`src/rtl/ripple_carry_adder_seq_param.sv`:
```
// Multi-cycle add/subtract unit: CHUNK bits per cycle through a ripple slice, LSB chunk first.
// Latency WIDTH/CHUNK cycles after accepted start. Start is ignored while busy. Define RCA_SEQ_OVF_EN to add the Ovf output.
module ripple_carry_adder_seq_param #(
   parameter int WIDTH = 16,
   parameter int CHUNK = 4
) (
   input  logic             clk,
   input  logic             rst_n,
   input  logic             start,
   input  logic [WIDTH-1:0] A,
   input  logic [WIDTH-1:0] B,
   input  logic             Cin,
   input  logic             Sub,
   output logic             busy,
   output logic             done,
   output logic [WIDTH-1:0] Sum,
   output logic             Cout
`ifdef RCA_SEQ_OVF_EN
   ,
   output logic             Ovf
`endif
);

   localparam int CHUNK_SAFE = (CHUNK < 1) ? 1 : CHUNK;
   localparam int N          = WIDTH / CHUNK_SAFE;
   localparam int IDX_W      = (N > 1) ? $clog2(N) : 1;
   localparam logic [IDX_W-1:0] LAST_IDX = IDX_W'(N - 1);

   generate
      if (CHUNK < 1) begin : g_bad_chunk
         $error("ripple_carry_adder_seq_param: CHUNK must be at least 1");
      end else if (WIDTH % CHUNK != 0) begin : g_bad_width
         $error("ripple_carry_adder_seq_param: WIDTH must be a multiple of CHUNK");
      end
   endgenerate

   typedef enum logic [1:0] {
      ST_IDLE,
      ST_RUN,
      ST_DONE
   } state_t;

   state_t           state_q;
   logic [WIDTH-1:0] a_q;
   logic [WIDTH-1:0] bx_q;
   logic [WIDTH-1:0] sum_q;
   logic [IDX_W-1:0] idx_q;
   logic             carry_q;
   logic             cout_q;
   logic             busy_q;
   logic             done_q;

   logic [CHUNK-1:0] a_chunk;
   logic [CHUNK-1:0] b_chunk;
   logic [CHUNK-1:0] s_chunk_d;
   logic             c_chunk_d;
`ifdef RCA_SEQ_OVF_EN
   logic             c_msb_in_d;
   logic             ovf_q;
`endif

   // Bit-serial carry chain across the current chunk; no lookahead.
   always_comb begin : p_ripple
      logic c;
      a_chunk   = a_q[idx_q*CHUNK +: CHUNK];
      b_chunk   = bx_q[idx_q*CHUNK +: CHUNK];
      s_chunk_d = '0;
      c         = carry_q;
`ifdef RCA_SEQ_OVF_EN
      c_msb_in_d = 1'b0;
`endif
      for (int i = 0; i < CHUNK; i++) begin
`ifdef RCA_SEQ_OVF_EN
         c_msb_in_d = c;
`endif
         s_chunk_d[i] = a_chunk[i] ^ b_chunk[i] ^ c;
         c            = (a_chunk[i] & b_chunk[i]) | (c & (a_chunk[i] ^ b_chunk[i]));
      end
      c_chunk_d = c;
   end

   always_ff @(posedge clk or negedge rst_n) begin
      if (!rst_n) begin
         state_q <= ST_IDLE;
         a_q     <= '0;
         bx_q    <= '0;
         sum_q   <= '0;
         idx_q   <= '0;
         carry_q <= 1'b0;
         cout_q  <= 1'b0;
         busy_q  <= 1'b0;
         done_q  <= 1'b0;
`ifdef RCA_SEQ_OVF_EN
         ovf_q   <= 1'b0;
`endif
      end else begin
         done_q <= 1'b0;
         case (state_q)
            ST_IDLE, ST_DONE: begin
               if (start) begin
                  // Subtract folds into add: invert B here, force carry-in to 1.
                  a_q     <= A;
                  bx_q    <= B ^ {WIDTH{Sub}};
                  carry_q <= Sub | Cin;
                  idx_q   <= '0;
                  cout_q  <= 1'b0;
`ifdef RCA_SEQ_OVF_EN
                  ovf_q   <= 1'b0;
`endif
                  busy_q  <= 1'b1;
                  state_q <= ST_RUN;
               end else begin
                  state_q <= ST_IDLE;
               end
            end
            ST_RUN: begin
               sum_q[idx_q*CHUNK +: CHUNK] <= s_chunk_d;
               carry_q <= c_chunk_d;
               if (idx_q == LAST_IDX) begin
                  cout_q  <= c_chunk_d;
`ifdef RCA_SEQ_OVF_EN
                  ovf_q   <= c_msb_in_d ^ c_chunk_d;
`endif
                  busy_q  <= 1'b0;
                  done_q  <= 1'b1;
                  state_q <= ST_DONE;
               end else begin
                  idx_q <= idx_q + 1'b1;
               end
            end
            default: state_q <= ST_IDLE;
         endcase
      end
   end

   assign busy = busy_q;
   assign done = done_q;
   assign Sum  = sum_q;
   assign Cout = cout_q;
`ifdef RCA_SEQ_OVF_EN
   assign Ovf  = ovf_q;
`endif

endmodule
```
`config.mk`:
```
export PLATFORM = sky130hd
export DESIGN_NAME = ripple_carry_adder_seq_param
export DESIGN_NICKNAME = d
export VERILOG_FILES = /design/src/rtl/ripple_carry_adder_seq_param.sv
export SDC_FILE = /design/constraint.sdc
export NUM_CORES = 1
export LEC_CHECK = 0
export CELL_PAD_IN_SITES_DETAIL_PLACEMENT = 1
export CELL_PAD_IN_SITES_GLOBAL_PLACEMENT = 2
export CORE_MARGIN = 1.5
export CORE_UTILIZATION = 34
export DETAILED_ROUTE_END_ITERATION = 8
export GPL_TIMING_DRIVEN = 0
export MAX_ROUTING_LAYER = met4
export PLACE_DENSITY = 0.84
export SYNTH_ARGS = -nofsm -noshare
export SYNTH_HDL_FRONTEND = slang
export SYNTH_SLANG_ARGS = --single-unit
```
`constraint.sdc`:
```
create_clock -name clk -period 3.65 [get_ports clk]
set_clock_uncertainty 0.2 [all_clocks]
set_input_delay 1.095 -clock clk [delete_from_list [all_inputs] [get_ports clk]]
set_output_delay 1.095 -clock clk [all_outputs]
set_load 0.1 [all_outputs]
```
# Word-level counts from Yosys, hierarchy flattened
# Index checks and enable logic that the tools add are counted.
[word_totals]
elab_cells = 67
output_inout_bits = 19
regBits = 56
inputBits = 37
[classes]
shift = 4
n_mux = 17
n_bitwise = 22
addsub = 2
reduce_logical = 7
eq_ne = 6
[ops]
columns = ["cell", "count"]
rows = [
  ["4-bit negation with 34-bit output", 1],
  ["4-bit by 34-bit variable shift with 16-bit output (first input constant)", 1],
  ["4-bit by 34-bit indexed part select with 16-bit output", 1],
  ["16-bit by 5-bit indexed part select with 4-bit output", 2],
  ["16-bit bitwise mux", 1],
  ["16-bit XOR", 1],
  ["1-bit AND", 8],
  ["1-bit two-way mux", 8],
  ["2-bit case mux with 2 select lines", 2],
  ["1-bit XOR", 8],
  ["2-bit two-way mux", 3],
  ["2-bit inequality test (second input constant)", 3],
  ["1-bit case mux with 2 select lines", 3],
  ["3-bit AND reduction", 2],
  ["1-bit OR", 5],
  ["2-bit == test (second input constant)", 2],
  ["2-bit AND reduction", 2],
  ["2-bit by 1-bit adder with 2-bit output (second input constant)", 1],
  ["2-bit by 1-bit == test with 1-bit output (second input constant)", 1],
  ["2-bit logical NOT", 1],
  ["2-bit nonzero test", 1],
  ["2-bit OR reduction", 1],
]

# Longest topological paths before layout
[logic_depth]
ltp_word = 12
mapped_depth = 10

# Worst setup path after synthesis
# No wires, ideal clock.
[synth_timing]
kind = "reg2reg"
from = "register idx_q[0]"
to = "register sum_q[11] (netlist: Sum[11])"
path_stages_with_launch = 11
slack_ns = 0.622
synth_period_minus_slack_ns = 3.028
arrival_time_ns = 2.732
path_buffers = 1
path_cell_list = "dfrtp_1 buf_6 mux4_2 fa_1 inv_1 fa_1 fa_1 inv_1 fa_1 inv_1 o31ai_1"
[synth_via]
elab_chain_cells = 11
[synth_lines]
columns = ["element", "line", "text"]
rows = [
  ["start, declared", "47", "logic [IDX_W-1:0] idx_q;"],
  ["start signal, assigned", "128", "idx_q <= idx_q + 1'b1;"],
  ["16-bit by 5-bit indexed part select with 4-bit output, on equally long branches", "65, 66", ""],
  ["1-bit XOR", "76, 77", ""],
  ["1-bit AND", "77", "c = (a_chunk[i] & b_chunk[i]) | (c & (a_chunk[i] ^ b_chunk[i]));"],
  ["1-bit OR", "77", ""],
  ["1-bit AND", "77", ""],
  ["1-bit OR", "77", ""],
  ["1-bit AND", "77", ""],
  ["1-bit OR", "77", ""],
  ["1-bit XOR", "76", "s_chunk_d[i] = a_chunk[i] ^ b_chunk[i] ^ c;"],
  ["4-bit by 34-bit indexed part select with 16-bit output", "117", "sum_q[idx_q*CHUNK +: CHUNK] <= s_chunk_d;"],
  ["16-bit bitwise mux (*)", "117", ""],
  ["end signal, assigned by index", "117", ""],
  ["end, declared", "46", "logic [WIDTH-1:0] sum_q;"],
]
# Every way passes the cells marked *; elsewhere a longest branch is shown, timed or not.
# A chain may end at the register's enable or synchronous reset.

# Worst setup path in the final report
[layout_timing]
from = "register idx_q[1]"
to = "register sum_q[11] (netlist: Sum[11])"
# The elaborated chain is that of the path after synthesis.

==> metrics.sh <==
ROUTE.DETAILED.VIAS_PER_INST=4.81
AREA_GROWTH_FROM_SYNTHESIS_TO_LAYOUT_PCT=28.1
GLOBAL_ROUTE.USAGE.TOTAL_PCT=15.1
TIMING.SETUP.TNS_NS=0
SYNTH_AREA_UM2=2750
DIE_W_UM=93.0
CTS.SINK_COUNT=56
CRIT_PATH_CELL_TRACE='clkbuf_1, mux4_2, fa_1, inv_1, fa_1, fa_1, inv_1, fa_1, inv_1, o31ai_1'
HTREEDEPTH=2
GLOBAL_ROUTE_WIRE_LENGTH_BEFORE_REPAIR_MM=9.76
WORST_PIN_SLEW_NS=0.965
MIN_PERIOD_OVER_PERIOD_PCT=94.3
DP.FINAL_HPWL_MM=4.42
SEQ_TOTAL_AREA_YOSYS_PCT=50.9
SYN_INST=226
MAX-VDD-IR-DROP_uV=327
CRITICAL_PATH_BUF_INV_COUNT=4
FINAL_PERIOD_MINUS_WORST_SETUP_SLACK_NS=3.44
DETAILEDROUTE.FIRSTPASSITERATIONCOUNT=4
FINALNETCOUNT=335
DETAIL_ROUTE.DRC_VIOLATIONS=0
FINAL-INSTANCE-COUNT-EXCL-FILL=391
END_KIND='register'
PLACED_CELLS=383
CRIT_TOP_CELL='sky130_fd_sc_hd__fa_1'
SYNTHARSTFLOPSHARE_PCT=100
TOP_PORTS=56
HOLD_VIOL=0
CTSLONGESTPATHBUFFERS=2
SLEW_VIOLATIONS=0
FIRST_GLOBAL_VIAS=1968
POSTSYNTH.TOPFLOPCELL='sky130_fd_sc_hd__dfrtp_1'
LAYOUT_COMMON_CELLS='55 x sky130_fd_sc_hd__dfrtp_1, 53 x sky130_fd_sc_hd__clkdlybuf4s50_1, 38 x sky130_fd_sc_hd__nand2_1'
CHIPHEIGHT_UM=93.0
POWER_DENSITY_nW_PER_UM2=977
RUN_STATUS='finished, final reports clean'
WORST_SETUP_PATH_START_KIND='register'
LEAKAGEPOWER_uW=0.00153
DIODES=0
GRT_ANTENNA_BEFORE_REPAIR=0
KIND_OF_CELL_WITH_THE_HIGHEST_COMBINED_DELAY_ON_THE_CRITICAL_PATH='adder cells'
DRT-WIRELENGTH-PER-CELL_UM=14.5
DRT-TOTAL-WL_MM=5.68
TRITONCTS='done'
YS_WARNS=0
YOSYSUNIQUECELLTYPES=29
LEADING_CELL_TYPE_IN_THE_LAYOUT_FILL_AND_TAPS_EXCLUDED='sky130_fd_sc_hd__dfrtp_1'
STARTING_DRT_DRC_COUNT=54
RSZ0062_AT_GRT='false'
FLOORPLAN.INITIALDENSITY_PCT=35.4
CTS_INSERTED_BUFFERS=5
INSERTION_DELAY_NS=0.31
GRT_MAX_DEGREE=33
SYN-MEAN-INSTANCE-AREA_UM2=12.2
GLOBALROUTEOVERFLOWTOTAL=0
SYNTH_EDF_COUNT=0
CORE-AREA_UM2=7770
PLACEMENTROWS=32
PLACEMENT.IO_BUFFERS=54
SLEW-LIMIT-HEADROOM_PCT=35.4
CAP_VIOL_MAX_COUNT=0
SHARE_OF_LAYOUT_CELLS_ABOVE_DRIVE_STRENGTH_1_PCT=14.9
CRIT_TYPE='register to register'
DETAIL-ROUTE-ANTENNA-NETS=0
SYNTH_SEQ_CELLS=56
CTS_ROOT_BUF='sky130_fd_sc_hd__clkbuf_8'
WORSTPATHREQUIRED_NS=3.66
CRITICAL-PATH-MAX-STAGE-DELAY_NS=0.53
TOTALPOWERFINAL_uW=3440
CTS_POST_SETUP_BUFFERS_INSERTED=0
MIN_PATH_TYPE='register to register'
CLKTRANSATPATHREGS_NS=0.09
HIGHEST_ACHIEVABLE_CLOCK_RATE_GHz=0.291
SYNTH.NET_COUNT=273
VIAS_AFTER_DETAILED_ROUTING=1881
DIE_AREA_UM2=8640
FINALWEIGHTEDCONGESTION=0.740
SETUP_VIOL_COUNT_FINAL=0
CRITICAL_PATH_ARRIVAL_NS=3.45
TIMING.CRITICAL_PATH.FANOUT_MAX=10
CRITPATHSLOWESTCELL='sky130_fd_sc_hd__clkbuf_1'
==> per-layer routing <==
metal  GRT usage (%)  up-vias  part of all wire (%)
met5               -        -                     0
met4            5.43        0                   1.9
met3            2.30       13                   3.9
met2            24.5       50                    49
met1            19.2      923                    45
li1                -      895                     -
==> cell families after synthesis <==
| group | count (synthesis) | share of synthesized area (%) |
|---|---|---|
| xor+xnor | 16 | 5.09 |
| fa+ha+maj | 10 | 5.64 |
| compound gates | 38 | 8.46 |
| mux | 25 | 15.2 |
| flops | 56 | 50.9 |
| buf+inv | 25 | 5.14 |
| simple gates | 56 | 9.50 |
==> cell type report <==
cell class              count  area, µm²
multi-input cells         145       1210
fillers                   853       4240
well taps                 102        128
plain buffers              11       88.8
inverters                  14       52.6
repair buffers             55        556
clock buffers               8       90.1
flip-flops and latches     56       1400
==> cell usage after synthesis (4+ instances only) <==
master | number | area, µm²
sky130_fd_sc_hd__buf_6 | 5 | 56.3
sky130_fd_sc_hd__dfrtp_1 | 56 | 1400
sky130_fd_sc_hd__fa_1 | 4 | 80.1
sky130_fd_sc_hd__ha_1 | 6 | 75.1
sky130_fd_sc_hd__inv_1 | 14 | 52.6
sky130_fd_sc_hd__mux2_2 | 4 | 45.0
sky130_fd_sc_hd__mux2_4 | 12 | 180
sky130_fd_sc_hd__mux4_2 | 7 | 158
sky130_fd_sc_hd__nand2_1 | 38 | 143
sky130_fd_sc_hd__nand3b_1 | 4 | 30.0
sky130_fd_sc_hd__o21ai_0 | 22 | 110
sky130_fd_sc_hd__o31ai_1 | 12 | 90.1
sky130_fd_sc_hd__xnor2_1 | 16 | 140
==> power breakdown <==
part           switching (µW)  internal (µW)
Combinational            1280            771
Sequential                161            889
Clock                     190            155
==> through the flow <==
step	worst slack (ns)	area, µm²	hold WS (ns)	util [%]
2_1_floorplan	0.622	2750	0.245	-
3_3_place_gp	-0.456	3420	0.259	44.0
3_5_place_dp	0.188	3430	0.268	44.2
4_1_cts	0.166	3520	0.290	45.4
5_1_grt	0.0181	3530	0.313	45.4
6_report	0.209	3530	0.282	45.4
==> worst reg2reg max path: cells and delay by family (launching register included) <==
kind | cells | cell delay, ns
muxes | 1 | 0.46
adders and majority gates | 4 | 1.29
buffers and inverters | 4 | 0.75
DFF | 1 | 0.40
AOI/OAI and AO/OA | 1 | 0.25
==> final timing paths <==
path	start	endpoint	slack, ns	cells past startpoint
worst max-delay path	idx_q[1]$_DFFE_PN0P_	Sum[11]$_DFFE_PN0P_	0.21	10
max in group asynchronous	rst_n	a_q[1]$_DFFE_PN0P_	2.11	2
worst min register to register	Sum[10]$_DFFE_PN0P_	Sum[10]$_DFFE_PN0P_	0.28	2
worst max register to register	idx_q[1]$_DFFE_PN0P_	Sum[11]$_DFFE_PN0P_	0.21	10
worst min-delay path	Sum[10]$_DFFE_PN0P_	Sum[10]$_DFFE_PN0P_	0.28	2
min in group asynchronous	rst_n	Sum[6]$_DFFE_PN0P_	0.58	1
==> repair_timing <==
action	in CTS	in global routing
gates resized for setup	0	1
endpoints found under the setup margin	0	2
endpoints found under the hold margin	0	0
hold buffers	0	0
==> sequential cells by signal, indices dropped and copies added, names as in the netlist <==
signal	cells
busy	1
done	1
state_q	2
carry_q	1
Cout	1
bx_q	16
a_q	16
Sum	16
idx_q	2
(Power assumes the default switching activity.)
